$ cat src/rtl/branch_resolve_ctrl.sv
// Execute-stage branch resolution: drives the comparator opcode, checks the
// fetch prediction, and sequences the redirect/flush handshake on a mispredict.
module branch_resolve_ctrl #(
  parameter int FLUSH_CYCLES = 1,
  parameter int CNT_W        = 32
)(
  input  logic             clk,
  input  logic             rst_n,
  input  logic             ex_valid,
  input  logic             ex_is_br,
  input  logic             ex_is_jal,
  input  logic             ex_is_jalr,
  input  logic [2:0]       ex_cmpop,
  input  logic [31:0]      ex_pc,
  input  logic [31:0]      ex_target,
  input  logic             ex_pred_taken,
  input  logic [31:0]      ex_pred_target,
  output logic [2:0]       cmpop,
  input  logic [31:0]      cmp_br_en,
  output logic             redirect_valid,
  output logic [31:0]      redirect_pc,
  input  logic             redirect_ready,
  output logic             flush_if_id,
  output logic             flush_id_ex,
  output logic             ex_stall,
  output logic             bp_upd_valid,
  output logic [31:0]      bp_upd_pc,
  output logic [31:0]      bp_upd_target,
  output logic             bp_upd_taken,
  output logic [CNT_W-1:0] br_count,
  output logic [CNT_W-1:0] mispred_count,
  output logic             err_illegal_cmpop
);

  localparam int CW = (FLUSH_CYCLES > 1) ? $clog2(FLUSH_CYCLES) : 1;

  typedef enum logic [1:0] {IDLE, REDIRECT, DRAIN} state_e;

  state_e            state_q, state_d;
  logic [CW-1:0]     cnt_q, cnt_d;
  logic [31:0]       rpc_q, rpc_d;
  logic              rv_q, flush_q;
  logic              upd_v_q, upd_tk_q, err_q;
  logic [31:0]       upd_pc_q, upd_tgt_q;
  logic [CNT_W-1:0]  br_cnt_q, mis_cnt_q;

  logic              resolve, illegal, taken, mispred;
  logic [31:0]       act_target;
  logic              unused_cmp_hi;

  assign cmpop         = ex_cmpop;
  assign unused_cmp_hi = ^cmp_br_en[31:1];

  always_comb begin
    resolve    = (state_q == IDLE) & ex_valid & (ex_is_br | ex_is_jal | ex_is_jalr);
    // funct3 010/011 have no branch meaning; such a branch is forced not-taken
    illegal    = ex_is_br & (ex_cmpop[2:1] == 2'b01);
    taken      = ex_is_jal | ex_is_jalr | (ex_is_br & cmp_br_en[0] & ~illegal);
    act_target = taken ? ex_target : ex_pc + 32'd4;
    mispred    = (taken != ex_pred_taken) | (taken & (ex_target != ex_pred_target));
  end

  always_comb begin
    state_d = state_q;
    cnt_d   = cnt_q;
    rpc_d   = rpc_q;
    case (state_q)
      IDLE: if (resolve & mispred) begin
        state_d = REDIRECT;
        rpc_d   = act_target;
      end
      // redirect_valid is high throughout REDIRECT, so ready alone completes it
      REDIRECT: if (redirect_ready) begin
        if (FLUSH_CYCLES == 0) state_d = IDLE;
        else begin
          state_d = DRAIN;
          cnt_d   = CW'(FLUSH_CYCLES - 1);
        end
      end
      DRAIN: if (cnt_q == '0) state_d = IDLE;
             else cnt_d = cnt_q - CW'(1);
      default: state_d = IDLE;
    endcase
  end

  always_ff @(posedge clk or negedge rst_n) begin
    if (!rst_n) begin
      state_q   <= IDLE;
      cnt_q     <= '0;
      rpc_q     <= '0;
      rv_q      <= 1'b0;
      flush_q   <= 1'b0;
      upd_v_q   <= 1'b0;
      upd_tk_q  <= 1'b0;
      upd_pc_q  <= '0;
      upd_tgt_q <= '0;
      br_cnt_q  <= '0;
      mis_cnt_q <= '0;
      err_q     <= 1'b0;
    end else begin
      state_q <= state_d;
      cnt_q   <= cnt_d;
      rpc_q   <= rpc_d;
      rv_q    <= (state_d == REDIRECT);
      flush_q <= (state_d != IDLE);
      upd_v_q <= resolve;
      if (resolve) begin
        upd_tk_q  <= taken;
        upd_pc_q  <= ex_pc;
        upd_tgt_q <= act_target;
        if (br_cnt_q != '1) br_cnt_q <= br_cnt_q + CNT_W'(1);
        if (mispred && mis_cnt_q != '1) mis_cnt_q <= mis_cnt_q + CNT_W'(1);
        if (illegal) err_q <= 1'b1;
      end
    end
  end

  assign redirect_valid    = rv_q;
  assign redirect_pc       = rpc_q;
  assign flush_if_id       = flush_q;
  assign flush_id_ex       = flush_q;
  assign ex_stall          = flush_q;
  assign bp_upd_valid      = upd_v_q;
  assign bp_upd_pc         = upd_pc_q;
  assign bp_upd_target     = upd_tgt_q;
  assign bp_upd_taken      = upd_tk_q;
  assign br_count          = br_cnt_q;
  assign mispred_count     = mis_cnt_q;
  assign err_illegal_cmpop = err_q;

endmodule

$ cat config.mk
export PLATFORM = sky130hd
export DESIGN_NAME = branch_resolve_ctrl
export DESIGN_NICKNAME = d
export VERILOG_FILES = /design/src/rtl/branch_resolve_ctrl.sv
export SDC_FILE = /design/constraint.sdc
export NUM_CORES = 1
export LEC_CHECK = 0
export CAP_MARGIN = 30
export CORE_UTILIZATION = 41
export CTS_CLUSTER_SIZE = 12
export DETAILED_ROUTE_END_ITERATION = 10
export GPL_ROUTABILITY_DRIVEN = 1
export PLACE_DENSITY = 0.79
export SLEW_MARGIN = 20
export SYNTH_ARGS = -nofsm -noshare
export SYNTH_HDL_FRONTEND = slang
export SYNTH_SLANG_ARGS = --single-unit
$ cat constraint.sdc
create_clock -name clk -period 2.3 [get_ports clk]
set_clock_uncertainty 0.2 [all_clocks]
set_input_delay 0.46 -clock clk [delete_from_list [all_inputs] [get_ports clk]]
set_output_delay 0.46 -clock clk [all_outputs]
set_load 0.005 [all_outputs]
# == Word-level counts from Yosys, hierarchy flattened ==
# Index checks and enable logic that the tools add are counted.
# classes
addsub,4
n_eq_ne,9
mux,8
bitwise_logic,13
n_reduce_logical,9
# op_table
op,n
$add 32x1->32 const B,2
$ne 32x32->1 const B,2
$add 32x3->32 const B,1
$mux 32,1
$ne 32x32->1,1
$reduce_and 2->1,5
$and 1x1->1,7
$eq 2x1->1 const B,3
$mux 2,3
$pmux 2 s3,1
$or 1x1->1,5
$reduce_bool 2->1,2
$eq 2x2->1 const B,1
$logic_not 2->1,1
$mux 1,2
$ne 2x2->1 const B,1
$pmux 1 s2,1
$logic_and 1x1->1,1
$ne 1x1->1,1
$not 1->1,1
$sub 1x1->1 const B,1
# word_totals
regBits,168
input_bits,139

# == Logic depth before layout (Yosys ltp) ==
# Gate-level depths: netlist (run 1).
# logic_depth
depth_word,11
depth_mapped,9

# == Worst setup path before layout (run 1) ==
# OpenSTA, ideal clock, no wires.
# synth_path
path_type,register to register
from,"reg mis_cnt_q[0], in the netlist mispred_count[0]"
to,"reg mis_cnt_q[10], in the netlist mispred_count[10]"
setup_ns,0.132
t_arrival_ns,2.114
required_time_ns,1.968
slack_ns,-0.145
stages_incl_launch_ff,9
n_path_buf,2
period_less_slack_ns,2.445
path_cell_list,dfrtp_1 ha_1 clkbuf_1 nand3_1 or4_4 nor4_4 buf_4 nor3_1 xor2_1
# synth_between
elab_chain_len,3
elab_cells_between_ends,4
cone_classes,add/sub (1); eq/ne (1); reduce/logical (2)
# synth_lines
item,line,rtl
start: declaration,45,"logic [CNT_W-1:0] br_cnt_q, mis_cnt_q;"
start signal: assignment,112,if (mispred && mis_cnt_q != '1) mis_cnt_q <= mis_cnt_q + CNT_W'(1);
branches (longest 3 deep; another with $add 32x1->32),n/a,
# Parallel ways; which one is timed is not known.
# A chain may end at the register's enable or synchronous reset.

# == Worst setup path in the final report (run 1) ==
# layout_path
from,"reg mis_cnt_q[2], in the netlist mispred_count[2]"
to,"reg mis_cnt_q[14], in the netlist mispred_count[14]"
# Same word-level chain as after synthesis.

==> out/qor.yml, run 1 <==
drive_gt1_share_pct: 27.5
place_inst: 1479
cts_sinks: 167
synth-edff-count: 0
numCtsBuffers: 17
place_area_um2: 12400
grt_pass1_wl_um: 44400
powerDensity_nw_per_um2: 822
yosysSeqAreaShare_pct: 50.6
synthCells: 831
die_area_um2: 20700
violations: "negative setup slack"
synth_seq_cells: 167
worst_slew_pin_slew_ns: 0.541
total_power_mw: 11.3
die_w_um: 144
wl_per_cell_um: 18.9
maxCapViolations: 0
fin_tns_setup_ns: -0.888
synth_area_um2: 8260
crit_chain: "nand4_1 -> buf_4 -> or4_4 -> nor4_4 -> buf_6 -> or4_4 -> nor2_2 -> xor2_1"
grt_pass1_vias: 8240
status: "complete, but fails checks"
max_stage_delay_ns: 0.59
finalInstanceArea_um2: 13700
power.net_switching_mw: 3.43
async_reset_ff_share_pct: 100
dr_total_vias: 8062
num_rows: 51
synth_ff_type: "dfrtp_1"
synth_area_per_cell_um2: 9.94
hp-class: "primary input to flop"
crit_path_frequent_cell: "or4_4"
ant_nets: 0
fmax_mhz: 421
grt_overflow: 0
finish.utilization_pct: 70.1
maxSlewHeadroom_pct: 63.9
reg2reg_setup_slack_ns: -0.08
clockPowerShare_pct: 26.3
dr.pass1.iters: 6
clk_pin_slew_ns: 0.07
worstSetupPathType: "flop to flop"
end_kind: "flop"
place_ws_ns: -1.17
clkLatencyLatePin_ns: 0.43
synth_top_cell_area_share_pct: 50.6
cts_tree: "done"
synth_area_leaders: "dfrtp_1 (51%), nand2_1 (8.0%), mux2_2 (6.5%)"
start_util_pct: 42.2
pwr-share-comb_pct: 35.8
crit_slowest_cell: "or4_4"
antenna_found_initial: 2
fin_cells: 1543
p_leak_nw: 6.28
die_h_um: 144
yosysTopAreaCell: "dfrtp_1"
ctsLongestPathBuffers: 2
layout_commonest_cell: "clkdlybuf4s50_1"
routabilityCongestion: 0.873
dr.first_iter.drc_count: 367
dp_hpwl_um: 20300
fp.coreArea_um2: 19600
syn-num-nets: 973
viasPerCell: 5.22
ys_types: 52
port_buffers: 275
wl_um: 29100
cp.arrival_ns: 2.48
grt_usage_pct: 28.6
root_buffer: "clkbuf_16"
start_kind: "flop"
hold_violations: 0
fillers: 1450
finalSetupViolCount: 20
final_cell_mix: "clkdlybuf4s50_1 (193), nand2_1 (175), dfrtp_1 (167), buf_4 (149), xor2_1 (52)"
fin_crit_sh_pct: 103
finalNetCount: 1405
required_ns: 2.40
hold_slack_ns: 0.161
seqPwrFrac_pct: 38.0
cp_max_fo: 8
final.setup.worst_slack_ns: -0.0760
ys_warn_count: 0
switching_share_pct: 30.4
slew_violations: 0
htree_levels: 4
area_growth_pct: 66.1
min_period_ns: 2.38
grt_max_degree: 55
intPower_mw: 7.85
path_delay_family: "simple AND/OR/NAND/NOR gates"
drc: 0
rsz0062_at_grt: "true"
ir_drop_mv: 0.481
critical_path_buf_inv_count: 2
io-pin-count: 309
sequential cells by signal, summed over array words and instances (netlist names):
signal,flops
bp_upd_pc,32
bp_upd_taken,1
bp_upd_target,32
bp_upd_valid,1
br_count,32
err_illegal_cmpop,1
ex_stall,1
mispred_count,32
redirect_pc,32
redirect_valid,1
state_q,2
area by class of cell:
type / instances / area [um^2] / area share, %
flip-flops and latches: 167 / 4180 / 30.4
well taps: 265 / 332 / 2.42
repair buffers: 452 / 4230 / 30.8
diodes: 2 / 5.00 / 0.0365
clock buffers: 18 / 429 / 3.13
multi-input cells: 614 / 4350 / 31.7
inverters: 11 / 41.3 / 0.301
clock inverters: 14 / 163 / 1.18
power groups by stage:
| stage | clock network (mW) | logic, mW | registers (mW) |
|---|---|---|---|
| global route | 3.11 | 4.34 | 4.38 |
| detailed placement | 0 | 3.84 | 4.31 |
| CTS | 2.97 | 4.00 | 4.28 |
| floorplan | 0 | 1.13 | 4.34 |
| global placement | 0 | 3.76 | 4.29 |
| finish | 2.96 | 4.03 | 4.28 |
final timing paths:
path                       depth (start not counted)        startpoint           endpoint
hold reg to reg                                    2      bp_upd_pc[4]       bp_upd_pc[4]
setup reg to reg                                   8  mispred_count[2]  mispred_count[14]
setup / recovery                                   8  mispred_count[2]  mispred_count[14]
hold / removal                                     3      ex_target[1]   bp_upd_target[1]
max in group asynchronous                          3             rst_n        br_count[7]
min in group asynchronous                          2             rst_n       br_count[28]
cells in the mapped netlist (all sizes together) (2+ instances only):
master and instances:
a211o 2, a21oi 15, a31oi 6, and2 3, and3 10, and4 10
buf 18, clkbuf 22, dfrtp 167, ha 3, inv 11, mux2 48
nand2 177, nand2b 5, nand3 47, nand3b 2, nand4 33, nor2 39
nor3 17, nor3b 4, nor4 17, nor4b 5, o2111ai 2, o21ai 29
o22ai 2, o31ai 3, or2 3, or3 2, or4 5, xnor2 61
xor2 53
tightest hold or removal path, delay by kind of cell:
family          cells  cell delay, ns
compound gates      1            0.08
simple gates        1            0.08
buf+inv             1            0.13
layer usage:
metal	routed length, um	global-route usage (%)	part of all wire (%)
met1	11400	33.9	39
met2	15300	52.0	53
met3	1940	6.26	6.7
met4	451	7.61	1.6
met5	0	0	0
logic make-up after synthesis:
family                   share of synthesized area (%)
AND/OR/NAND/NOR                                   22.6
flip-flops                                        50.6
XOR/XNOR                                          12.1
AO/OA/AOI/OAI                                     4.83
buffers and inverters                             2.82
multiplexers                                      6.66
adder cells (fa/ha/maj)                          0.454
repair_timing:
item,CTS,global route
hold buffers,1,0
gates resized for setup,180,61
gates cloned,3,1
buffers inserted,20,7
hold endpoints to repair,49,0
setup endpoints to repair,89,94
pin swaps,39,32
No activity file was read; power rests on OpenSTA's default activity.
==> run 2, diff against run 1 <==
clock period = 2.1 ns   (was 2.3 ns; I/O delays follow)
==> out/qor.yml, run 2 (synthesis results as in run 1) <==
drive_gt1_share_pct: 32.2  # was 27.5%
slew_violations: 0  # unchanged
root_buffer: "clkbuf_16"  # unchanged
total_power_mw: 12.8  # was 11.3 mW
hold_slack_ns: 0.153  # was 0.161 ns
hp-class: "primary input to flop"  # unchanged
grt_pass1_wl_um: 44800  # was 44400 um
cts_sinks: 167  # unchanged
clkLatencyLatePin_ns: 0.42  # was 0.43 ns
worst_slew_pin_slew_ns: 0.431  # was 0.541 ns
grt_max_degree: 41  # was 55
fillers: 1318  # was 1450
numCtsBuffers: 17  # unchanged
fmax_mhz: 426  # was 421 MHz
place_inst: 1514  # was 1479
power.net_switching_mw: 3.95  # was 3.43 mW
p_leak_nw: 6.62  # was 6.28 nW
fp.coreArea_um2: 19600  # unchanged
worstSetupPathType: "flop to flop"  # unchanged
cts_tree: "done"  # unchanged
finalNetCount: 1444  # was 1405
seqPwrFrac_pct: 36.7  # was 38.0%
finish.utilization_pct: 73.6  # was 70.1%
antenna_found_initial: 0  # was 2
max_stage_delay_ns: 0.43  # was 0.59 ns
layout_commonest_cell: "buf_4"  # was clkdlybuf4s50_1
violations: "negative setup slack"  # unchanged
area_growth_pct: 74.5  # was 66.1%
status: "complete, but fails checks"  # unchanged
viasPerCell: 5.24  # was 5.22
ctsLongestPathBuffers: 2  # unchanged
wl_per_cell_um: 19.1  # was 18.9 um
port_buffers: 275  # unchanged
fin_crit_sh_pct: 112  # was 103%
reg2reg_from: "mispred_count[2]"  # unchanged
start_util_pct: 42.2  # unchanged
fin_cells: 1581  # was 1543
hold_violations: 0  # unchanged
die_area_um2: 20700  # unchanged
dr.first_iter.drc_count: 496  # was 367
switching_share_pct: 30.8  # was 30.4%
die_h_um: 144  # unchanged
clk_pin_slew_ns: 0.07  # about the same
finalSetupViolCount: 60  # was 20
final.setup.worst_slack_ns: -0.248  # was -0.0760 ns
powerDensity_nw_per_um2: 890  # was 822 nW/um^2
pwr-share-comb_pct: 37.8  # was 35.8%
clockPowerShare_pct: 25.4  # was 26.3%
ant_nets: 0  # unchanged
io-pin-count: 309  # unchanged
dp_hpwl_um: 21200  # was 20300 um
grt_overflow: 0  # unchanged
dr_total_vias: 8292  # was 8062
maxSlewHeadroom_pct: 71.3  # was 63.9%
worstHoldStart: "ex_pc[18]"  # was ex_target[1]
end_kind: "flop"  # unchanged
crit_slowest_cell: "or3_4"  # was or4_4
grt_pass1_vias: 8354  # was 8240
htree_levels: 4  # unchanged
ir_drop_mv: 0.615  # was 0.481 mV
drc: 0  # unchanged
final_cell_mix: "buf_4 (178), nand2_1 (174), clkdlybuf4s50_1 (174), dfrtp_1 (165), xor2_1 (51)"  # was clkdlybuf4s50_1 (193), nand2_1 (175), dfrtp_1 (167), buf_4 (149), xor2_1 (52)
die_w_um: 144  # unchanged
critical_path_buf_inv_count: 0  # was 2
startpoint: "mispred_count[2]"  # unchanged
crit_chain: "nand4_1 -> or2_1 -> or3_4 -> or2_4 -> nor4_4 -> xor2_1"  # was nand4_1 -> buf_4 -> or4_4 -> nor4_4 -> buf_6 -> or4_4 -> nor2_2 -> xor2_1
maxCapViolations: 0  # unchanged
place_area_um2: 12800  # was 12400 um^2
routabilityCongestion: 0.873  # about the same
dr.pass1.iters: 5  # was 6
required_ns: 2.24  # was 2.40 ns
num_rows: 51  # unchanged
place_ws_ns: -1.10  # was -1.17 ns
fin_tns_setup_ns: -5.70  # was -0.888 ns
grt_usage_pct: 29.0  # was 28.6%
reg2reg_setup_slack_ns: -0.25  # was -0.08 ns
min_period_ns: 2.35  # was 2.38 ns
intPower_mw: 8.89  # was 7.85 mW
wl_um: 30200  # was 29100 um
cp.arrival_ns: 2.49  # was 2.48 ns
cp_max_fo: 5  # was 8
rsz0062_at_grt: "true"  # unchanged
finalInstanceArea_um2: 14400  # was 13700 um^2
start_kind: "flop"  # unchanged
path_delay_family: "simple AND/OR/NAND/NOR gates"  # unchanged
[run 2: path summary, 6_finish.rpt]
| kind | to | depth (start not counted) |
|---|---|---|
| worst max-delay path | mispred_count[17] | 6 |
| max in group asynchronous | bp_upd_target[2] | 3 |
| worst max register to register | mispred_count[17] | 6 |
| min in group asynchronous | br_count[15] | 2 |
| worst min register to register | err_illegal_cmpop | 1 |
| worst min-delay path | bp_upd_pc[18] | 4 |
[run 2: power groups by stage]
stage | registers, mW | clock network (mW) | logic [mW]
2_1_floorplan | 4.77 | 0 | 1.39
3_3_place_gp | 4.70 | 0 | 4.48
3_5_place_dp | 4.71 | 0 | 4.58
4_1_cts | 4.69 | 3.29 | 4.72
5_1_grt | 4.79 | 3.42 | 5.19
6_report | 4.72 | 3.26 | 4.85
[run 2: what timing repair did]
item	in CTS	in global routing
gates cloned	2	2
endpoints found under the setup margin	122	111
pin swaps	64	43
resized for setup	220	121
hold buffers	1	0
setup buffers	25	14
hold endpoints to repair	33	0
[run 2: worst min-delay path: stages]
cell and delay [ns]:
dlymetal6s2s_1 0.11, buf_4 0.13, nand2_1 0.04, nand2_1 0.05
[run 2: final cells by class]
type | instances | area (um^2) | share of cell area [%]
Clock inverter | 15 | 180 | 1.25
Sequential cell | 167 | 4180 | 29.0
Timing Repair Buffer | 492 | 4580 | 31.8
Tap cell | 265 | 332 | 2.30
Antenna cell | 1 | 2.50 | 0.0173
Multi-Input combinational cell | 613 | 4680 | 32.4
Inverter | 11 | 41.3 | 0.286
Clock buffer | 17 | 425 | 2.95
[run 2: routing by layer]
metal | vias up | track usage (%) | routed length (um)
met5 | - | 0 | 0
met4 | 0 | 12.4 | 952
met3 | 65 | 6.62 | 2080
met2 | 364 | 48.5 | 15200
met1 | 4061 | 35.8 | 12000
li1 | 3802 | - | -
